--- config.mk ---
export PLATFORM = sky130hd
export DESIGN_NAME = axi_w_burst_buffer
export DESIGN_NICKNAME = d
export VERILOG_FILES = /design/src/rtl/axi_w_buf_pkg.sv /design/src/rtl/axi_w_burst_buffer_mem.sv /design/src/rtl/axi_w_burst_buffer.sv
export SDC_FILE = /design/constraint.sdc
export NUM_CORES = 2
export LEC_CHECK = 0
export BUFFER_PORTS_ARGS = -buffer_cell sky130_fd_sc_hd__buf_2
export CORE_MARGIN = 3
export CORE_UTILIZATION = 60
export DETAILED_ROUTE_END_ITERATION = 16
export PLACE_DENSITY = 0.76
export SETUP_SLACK_MARGIN = 0.3
export SLEW_MARGIN = 40
export SYNTH_ARGS = -nofsm -noshare
export SYNTH_HDL_FRONTEND = slang
export SYNTH_MEMORY_MAX_BITS = 65536
export SYNTH_SLANG_ARGS = --single-unit
--- constraint.sdc ---
create_clock -name W_fifo_clk -period 11.3 [get_ports W_fifo_clk]
set_input_delay 2.26 -clock W_fifo_clk [delete_from_list [all_inputs] [get_ports W_fifo_clk]]
set_output_delay 2.26 -clock W_fifo_clk [all_outputs]
set_load 0.01 [all_outputs]
--- src/rtl/axi_w_buf_pkg.sv ---
// rtl/axi_w_buf_pkg.sv - shared types and helpers for the AXI W-channel burst buffer
// Purpose: beat record layout and the wrapping pointer increment used by the buffer.
// Contents: DATA_WIDTH_DEF/STRB_WIDTH_DEF, w_beat_t {wlast, wstrb, wdata}, ptr_inc().
package axi_w_buf_pkg;

  localparam int DATA_WIDTH_DEF = 32;
  localparam int STRB_WIDTH_DEF = 4;

  // Field order matches the packed word stored in w_buf_mem: {wlast, wstrb, wdata}.
  typedef struct packed {
    logic                      wlast;
    logic [STRB_WIDTH_DEF-1:0] wstrb;
    logic [DATA_WIDTH_DEF-1:0] wdata;
  } w_beat_t;

  // Increment with wrap from depth-1 back to 0; depth need not be a power of two.
  function automatic logic [31:0] ptr_inc(input logic [31:0] ptr, input logic [31:0] depth);
    return (ptr == depth - 32'd1) ? 32'd0 : ptr + 32'd1;
  endfunction

endpackage

--- src/rtl/axi_w_burst_buffer_mem.sv ---
// rtl/axi_w_burst_buffer_mem.sv - beat storage for the W-channel burst buffer
// Purpose: DEPTH x WIDTH array, one synchronous write port, one asynchronous read port, no reset.
// Ports: clk, we, waddr, wdata (write side); raddr, rdata (combinational read side).
module w_buf_mem #(
  parameter int DEPTH = 128,
  parameter int WIDTH = 37,
  parameter int PTR_W = 7
) (
  input  logic             clk,
  input  logic             we,
  input  logic [PTR_W-1:0] waddr,
  input  logic [WIDTH-1:0] wdata,
  input  logic [PTR_W-1:0] raddr,
  output logic [WIDTH-1:0] rdata
);

  logic [WIDTH-1:0] mem [DEPTH];

  always_ff @(posedge clk) begin
    if (we) begin
      mem[waddr] <= wdata;
    end
  end

  // Read is combinational so the head beat falls through to the output.
  assign rdata = mem[raddr];

endmodule

--- src/rtl/axi_w_burst_buffer.sv ---
// rtl/axi_w_burst_buffer.sv - AXI4 W-channel buffer with burst tracking and store-and-forward
// Purpose: first-word-fall-through beat FIFO between the AXI slave W port and the memory write path.
// Ports: W_fifo_clk/W_fifo_rst/W_fifo_flush; in_fifo_W* upstream handshake; out_fifo_W* downstream
//        handshake; W_fifo_full/empty/almost_full/almost_empty flags; W_fifo_count beats held;
//        W_fifo_burst_count complete bursts held.
module axi_w_burst_buffer
  import axi_w_buf_pkg::*;
#(
  parameter int FIFO_DEPTH          = 128,
  parameter int DATA_WIDTH          = 32,
  parameter int STRB_WIDTH          = DATA_WIDTH / 8,
  parameter int ALMOST_FULL_THRESH  = FIFO_DEPTH - 2,
  parameter int ALMOST_EMPTY_THRESH = 2,
  parameter int STORE_FWD           = 0,
  parameter int CNT_WIDTH           = $clog2(FIFO_DEPTH + 1)
) (
  input  logic                  W_fifo_clk,
  input  logic                  W_fifo_rst,
  input  logic                  W_fifo_flush,
  input  logic [DATA_WIDTH-1:0] in_fifo_WDATA,
  input  logic [STRB_WIDTH-1:0] in_fifo_WSTRB,
  input  logic                  in_fifo_WLAST,
  input  logic                  in_fifo_WVALID,
  output logic                  in_fifo_WREADY,
  output logic [DATA_WIDTH-1:0] out_fifo_WDATA,
  output logic [STRB_WIDTH-1:0] out_fifo_WSTRB,
  output logic                  out_fifo_WLAST,
  output logic                  out_fifo_WVALID,
  input  logic                  out_fifo_WREADY,
  output logic                  W_fifo_full,
  output logic                  W_fifo_empty,
  output logic                  W_fifo_almost_full,
  output logic                  W_fifo_almost_empty,
  output logic [CNT_WIDTH-1:0]  W_fifo_count,
  output logic [CNT_WIDTH-1:0]  W_fifo_burst_count
);

  localparam int BEAT_W = DATA_WIDTH + STRB_WIDTH + 1;
  localparam int PTR_W  = (FIFO_DEPTH > 1) ? $clog2(FIFO_DEPTH) : 1;

  logic [PTR_W-1:0]     w_ptr;
  logic [PTR_W-1:0]     r_ptr;
  logic [CNT_WIDTH-1:0] count;
  logic [CNT_WIDTH-1:0] burst_count;
  logic                 push;
  logic                 pop;
  logic                 push_last;
  logic                 pop_last;
  logic [BEAT_W-1:0]    wr_beat;
  logic [BEAT_W-1:0]    rd_beat;

  assign W_fifo_full         = (count == CNT_WIDTH'(FIFO_DEPTH));
  assign W_fifo_empty        = (count == '0);
  assign W_fifo_almost_full  = (count >= CNT_WIDTH'(ALMOST_FULL_THRESH));
  assign W_fifo_almost_empty = (count <= CNT_WIDTH'(ALMOST_EMPTY_THRESH));
  assign W_fifo_count        = count;
  assign W_fifo_burst_count  = burst_count;

  // Ready depends only on local state, never on the downstream side, to keep the paths apart.
  assign in_fifo_WREADY = !W_fifo_full && !W_fifo_flush && !W_fifo_rst;
  assign push           = in_fifo_WVALID && in_fifo_WREADY;

  // Store-and-forward holds the head until a whole burst is stored; a full buffer releases
  // anyway so a burst longer than the buffer cannot deadlock.
  assign out_fifo_WVALID = !W_fifo_empty &&
                           ((STORE_FWD == 0) || (burst_count != '0) || W_fifo_full);
  assign pop             = out_fifo_WVALID && out_fifo_WREADY;

  // Storage is unreset; pop gates the head flag so stale contents never reach the counters.
  assign push_last = push && in_fifo_WLAST;
  assign pop_last  = pop && out_fifo_WLAST;

  assign wr_beat = {in_fifo_WLAST, in_fifo_WSTRB, in_fifo_WDATA};
  assign {out_fifo_WLAST, out_fifo_WSTRB, out_fifo_WDATA} = rd_beat;

  w_buf_mem #(
    .DEPTH (FIFO_DEPTH),
    .WIDTH (BEAT_W),
    .PTR_W (PTR_W)
  ) u_mem (
    .clk   (W_fifo_clk),
    .we    (push),
    .waddr (w_ptr),
    .wdata (wr_beat),
    .raddr (r_ptr),
    .rdata (rd_beat)
  );

  always_ff @(posedge W_fifo_clk or posedge W_fifo_rst) begin
    if (W_fifo_rst) begin
      w_ptr       <= '0;
      r_ptr       <= '0;
      count       <= '0;
      burst_count <= '0;
    end else if (W_fifo_flush) begin
      // A pop in this cycle still handshakes downstream; its entry is dropped with the rest.
      w_ptr       <= '0;
      r_ptr       <= '0;
      count       <= '0;
      burst_count <= '0;
    end else begin
      if (push) begin
        w_ptr <= PTR_W'(ptr_inc(32'(w_ptr), 32'(FIFO_DEPTH)));
      end
      if (pop) begin
        r_ptr <= PTR_W'(ptr_inc(32'(r_ptr), 32'(FIFO_DEPTH)));
      end
      case ({push, pop})
        2'b10:   count <= count + 1'b1;
        2'b01:   count <= count - 1'b1;
        default: count <= count;
      endcase
      case ({push_last, pop_last})
        2'b10:   burst_count <= burst_count + 1'b1;
        2'b01:   burst_count <= burst_count - 1'b1;
        default: burst_count <= burst_count;
      endcase
    end
  end

  always_ff @(posedge W_fifo_clk) begin
    if (!W_fifo_rst && !W_fifo_flush) begin
      assert (!(push && !pop && W_fifo_full))
        else $error("occupancy overflow");
      assert (!(pop && !push && W_fifo_empty))
        else $error("occupancy underflow");
      assert (!(push_last && !pop_last && burst_count == CNT_WIDTH'(FIFO_DEPTH)))
        else $error("burst counter overflow");
      assert (!(pop_last && !push_last && burst_count == '0))
        else $error("burst counter underflow");
      assert (burst_count <= count)
        else $error("more bursts than beats");
    end
  end

endmodule

==> impl_results.md <==
- Post-Layout Cell Count: 12000
- Power Total: 43.6 mW
- Critical Path RT: 9.04 ns
- I/O pin count: 101
- Layout area overhead: 12.2%
- Core area: 301000 sq um
- Via/cell ratio: 7.41
- Hold buffer count at cts: 0
- Mapped Area: 182000 sq um
- Commonest non-fill, non-tap cell in the layout: edfxtp_1
- First-pass GRT wire length: 704000 microns
- Synth top area cells: edfxtp_1, mux4_2, clkbuf_1
- Row count: 201
- Post-synth EDFFs: 4736
- Vias in the first global route: 89900
- Post-synthesis mux area share: 19.2%
- Die H: 557 microns
- Kind of critical path: reg2out
- Drt wl/cell: 42.1 microns
- Leak pwr: 61.3 nW
- RSZ-0062 raised after global routing: false
- Simple-gate share of the synthesized area: 0.948%
- CTS buffer count: 451
- Area fraction in compound gates after synthesis: 0.218%
- Number of remaining DRC errors: 0
- Share of layout cells above drive strength 1: 33.6%
- Slew HR: 33.8%
- Gpl congestion: 0.843
- Clock sink count: 4766
- Max Cap Viol: 0
- Syn Inst Count: 7232
- Initial antenna violation count: 53
- Min Tclk post-route: 8.13 ns
- Cts repair resizes: 0
- Syn_area_per_cell: 25.2 sq um
- Max H-tree Level: 5
- Pre-Repair DR Iteration Count: 6
- Max-slew violation count: 0
- CTS tree: built
- Seq/Total Area, Yosys: 78.5%
- Reg area: 143000 sq um
- Die area: 310000 sq um
- Worst-margin pin slew: 0.993 ns
- # fillers: 16300
- Placed Cells: 11100
- Syn nets: 7290
- Min-delay worst type: reg2reg
- Status: completed
- Final Util: 67.9%
- Peak supply drop: 0.186 mV
- Total wire length: 505000 microns
- Crit end category: output port
- Highest Clock Rate: 123 MHz
- PortBufs: 100
- Setup Fix Bufs, Post-CTS: 0
- Clock Pin Slew Worst Setup and Hold Paths: 0.07 ns
- Crit Path Max Fanout: 54
- #FFs+latches synth: 4766
- Clock Latency Late Sink: 0.95 ns
- Pwr dens: 213 nW/um^2
- Post-DP HPWL: 238000 microns
- Synth top area share: 78.0%
- Tcrit/Tclk final: 71.9%
- Pin count of the biggest net entering global routing: 122
- Clock root buffer: clkbuf_16
- Bufs on Longest Clock Path: 4
- Worst Skew: 0.0671 ns
- Worst EP arrival: 5.87 ns
- Most frequent cells in the layout: edfxtp_1, mux4_2, clkbuf_16
- Post-Synth Adder-Cell Area: 0.118%
- Crit path launch type: flop
- Die W: 557 microns
- Main combinational cell family by area after synthesis: multiplexers
- Setup_tns: 0 ns
- Synth warnings: 0
- Detailed router's first-iteration violation count: 16300
- GRT Resource Usage Total: 32.8%
- Area of the multi-input gates: 38400 sq um
- Dominant cell type by area after synthesis: edfxtp_1
- Async SR Flop Fraction: 0.629%
- Starting Density: 60.5%
- ANT nets after route: 0
- Unique masters post-synth: 53
- Synth Flop Type: edfxtp_1
- Total number of vias: 89000
- Final setup viols: 0
- Synth Area in XOR/XNOR: 0.0858%
- Nets@finish: 7715
- Final hold violation count: 0
- Gr ovfl total: 0
## final cells by class
cell class	count	area share [%]
Antenna cell	18	0.0220
Timing Repair Buffer	355	1.61
Clock buffer	537	5.77
Sequential cell	4766	69.9
Clock inverter	292	1.46
Multi-Input combinational cell	2073	18.8
Inverter	10	0.0196
Tap cell	3958	2.42
## critical path, cell delays in order, from the launching register on
cell and delay [ns]:
dfrtp_4 0.65, buf_12 0.30, buf_4 0.67, buf_4 0.78, mux4_2 0.45, mux4_2 0.51, mux4_2 0.47, nand2_1 0.39
nand2_1 0.28, buf_2 0.21
## cell usage after synthesis (all sizes together) (14+ instances only)
library cell and number:
a21oi 28, buf 181, clkbuf 202, dfrtp 30, edfxtp 4736, ha 14
mux2i 27, mux4 1533, nand2 155, nand3 22, nor2 160, nor2b 17
## metal layers
layer  up-vias  global-route usage [%]  routed length [microns]
li1      32300                       -                        -
met1     47100                    44.7                   167000
met2      8366                    50.5                   242000
met3      1207                    9.38                    72500
met4        26                    14.1                    23700
met5         -                   0.370                      322
## path summary, 6_finish.rpt
path                                  from                     to  slack, ns  cells past startpoint
setup reg to reg                  r_ptr[1]  W_fifo_burst_count[7]       4.60                     20
hold / removal             W_fifo_count[3]        W_fifo_count[3]       0.62                      2
setup / recovery                  r_ptr[1]      out_fifo_WDATA[7]       3.17                      9
hold reg to reg            W_fifo_count[3]        W_fifo_count[3]       0.62                      2
min in group asynchronous       W_fifo_rst        W_fifo_count[0]       1.46                      3
max in group asynchronous       W_fifo_rst               r_ptr[4]       9.41                      3
## flip-flops by register name (all words and copies together), names as in the netlist
signal / flops
W_fifo_burst_count: 8
W_fifo_count: 8
r_ptr: 7
u_mem.mem: 4736
w_ptr: 7
## metrics by stage
| step | hold slack [ns] | instance area, sq um | worst slack (ns) |
|---|---|---|---|
| 4_1_cts | 0.608 | 204000 | 3.16 |
| 3_5_place_dp | 0.603 | 189000 | 4.23 |
| 5_1_grt | 0.658 | 204000 | 3.28 |
| 3_3_place_gp | 0.598 | 189000 | 4.11 |
| 6_report | 0.616 | 205000 | 3.17 |
| 2_1_floorplan | 0.570 | 182000 | 4.82 |
## report_power, final
part | internal, mW | total (mW) | switching, mW
combinational | 4.15 | 8.64 | 4.49
clock | 8.73 | 15.4 | 6.67
sequential | 19.5 | 19.5 | 0.0712
total | 32.3 | 43.6 | 11.2
## cell families after synthesis
| family | after synthesis |
|---|---|
| flops | 4766 |
| mux | 1573 |
| simple gates | 405 |
| buf+inv | 393 |
| compound gates | 62 |
| xor+xnor | 17 |
| fa+ha+maj | 16 |
(Power assumes the default switching activity.)
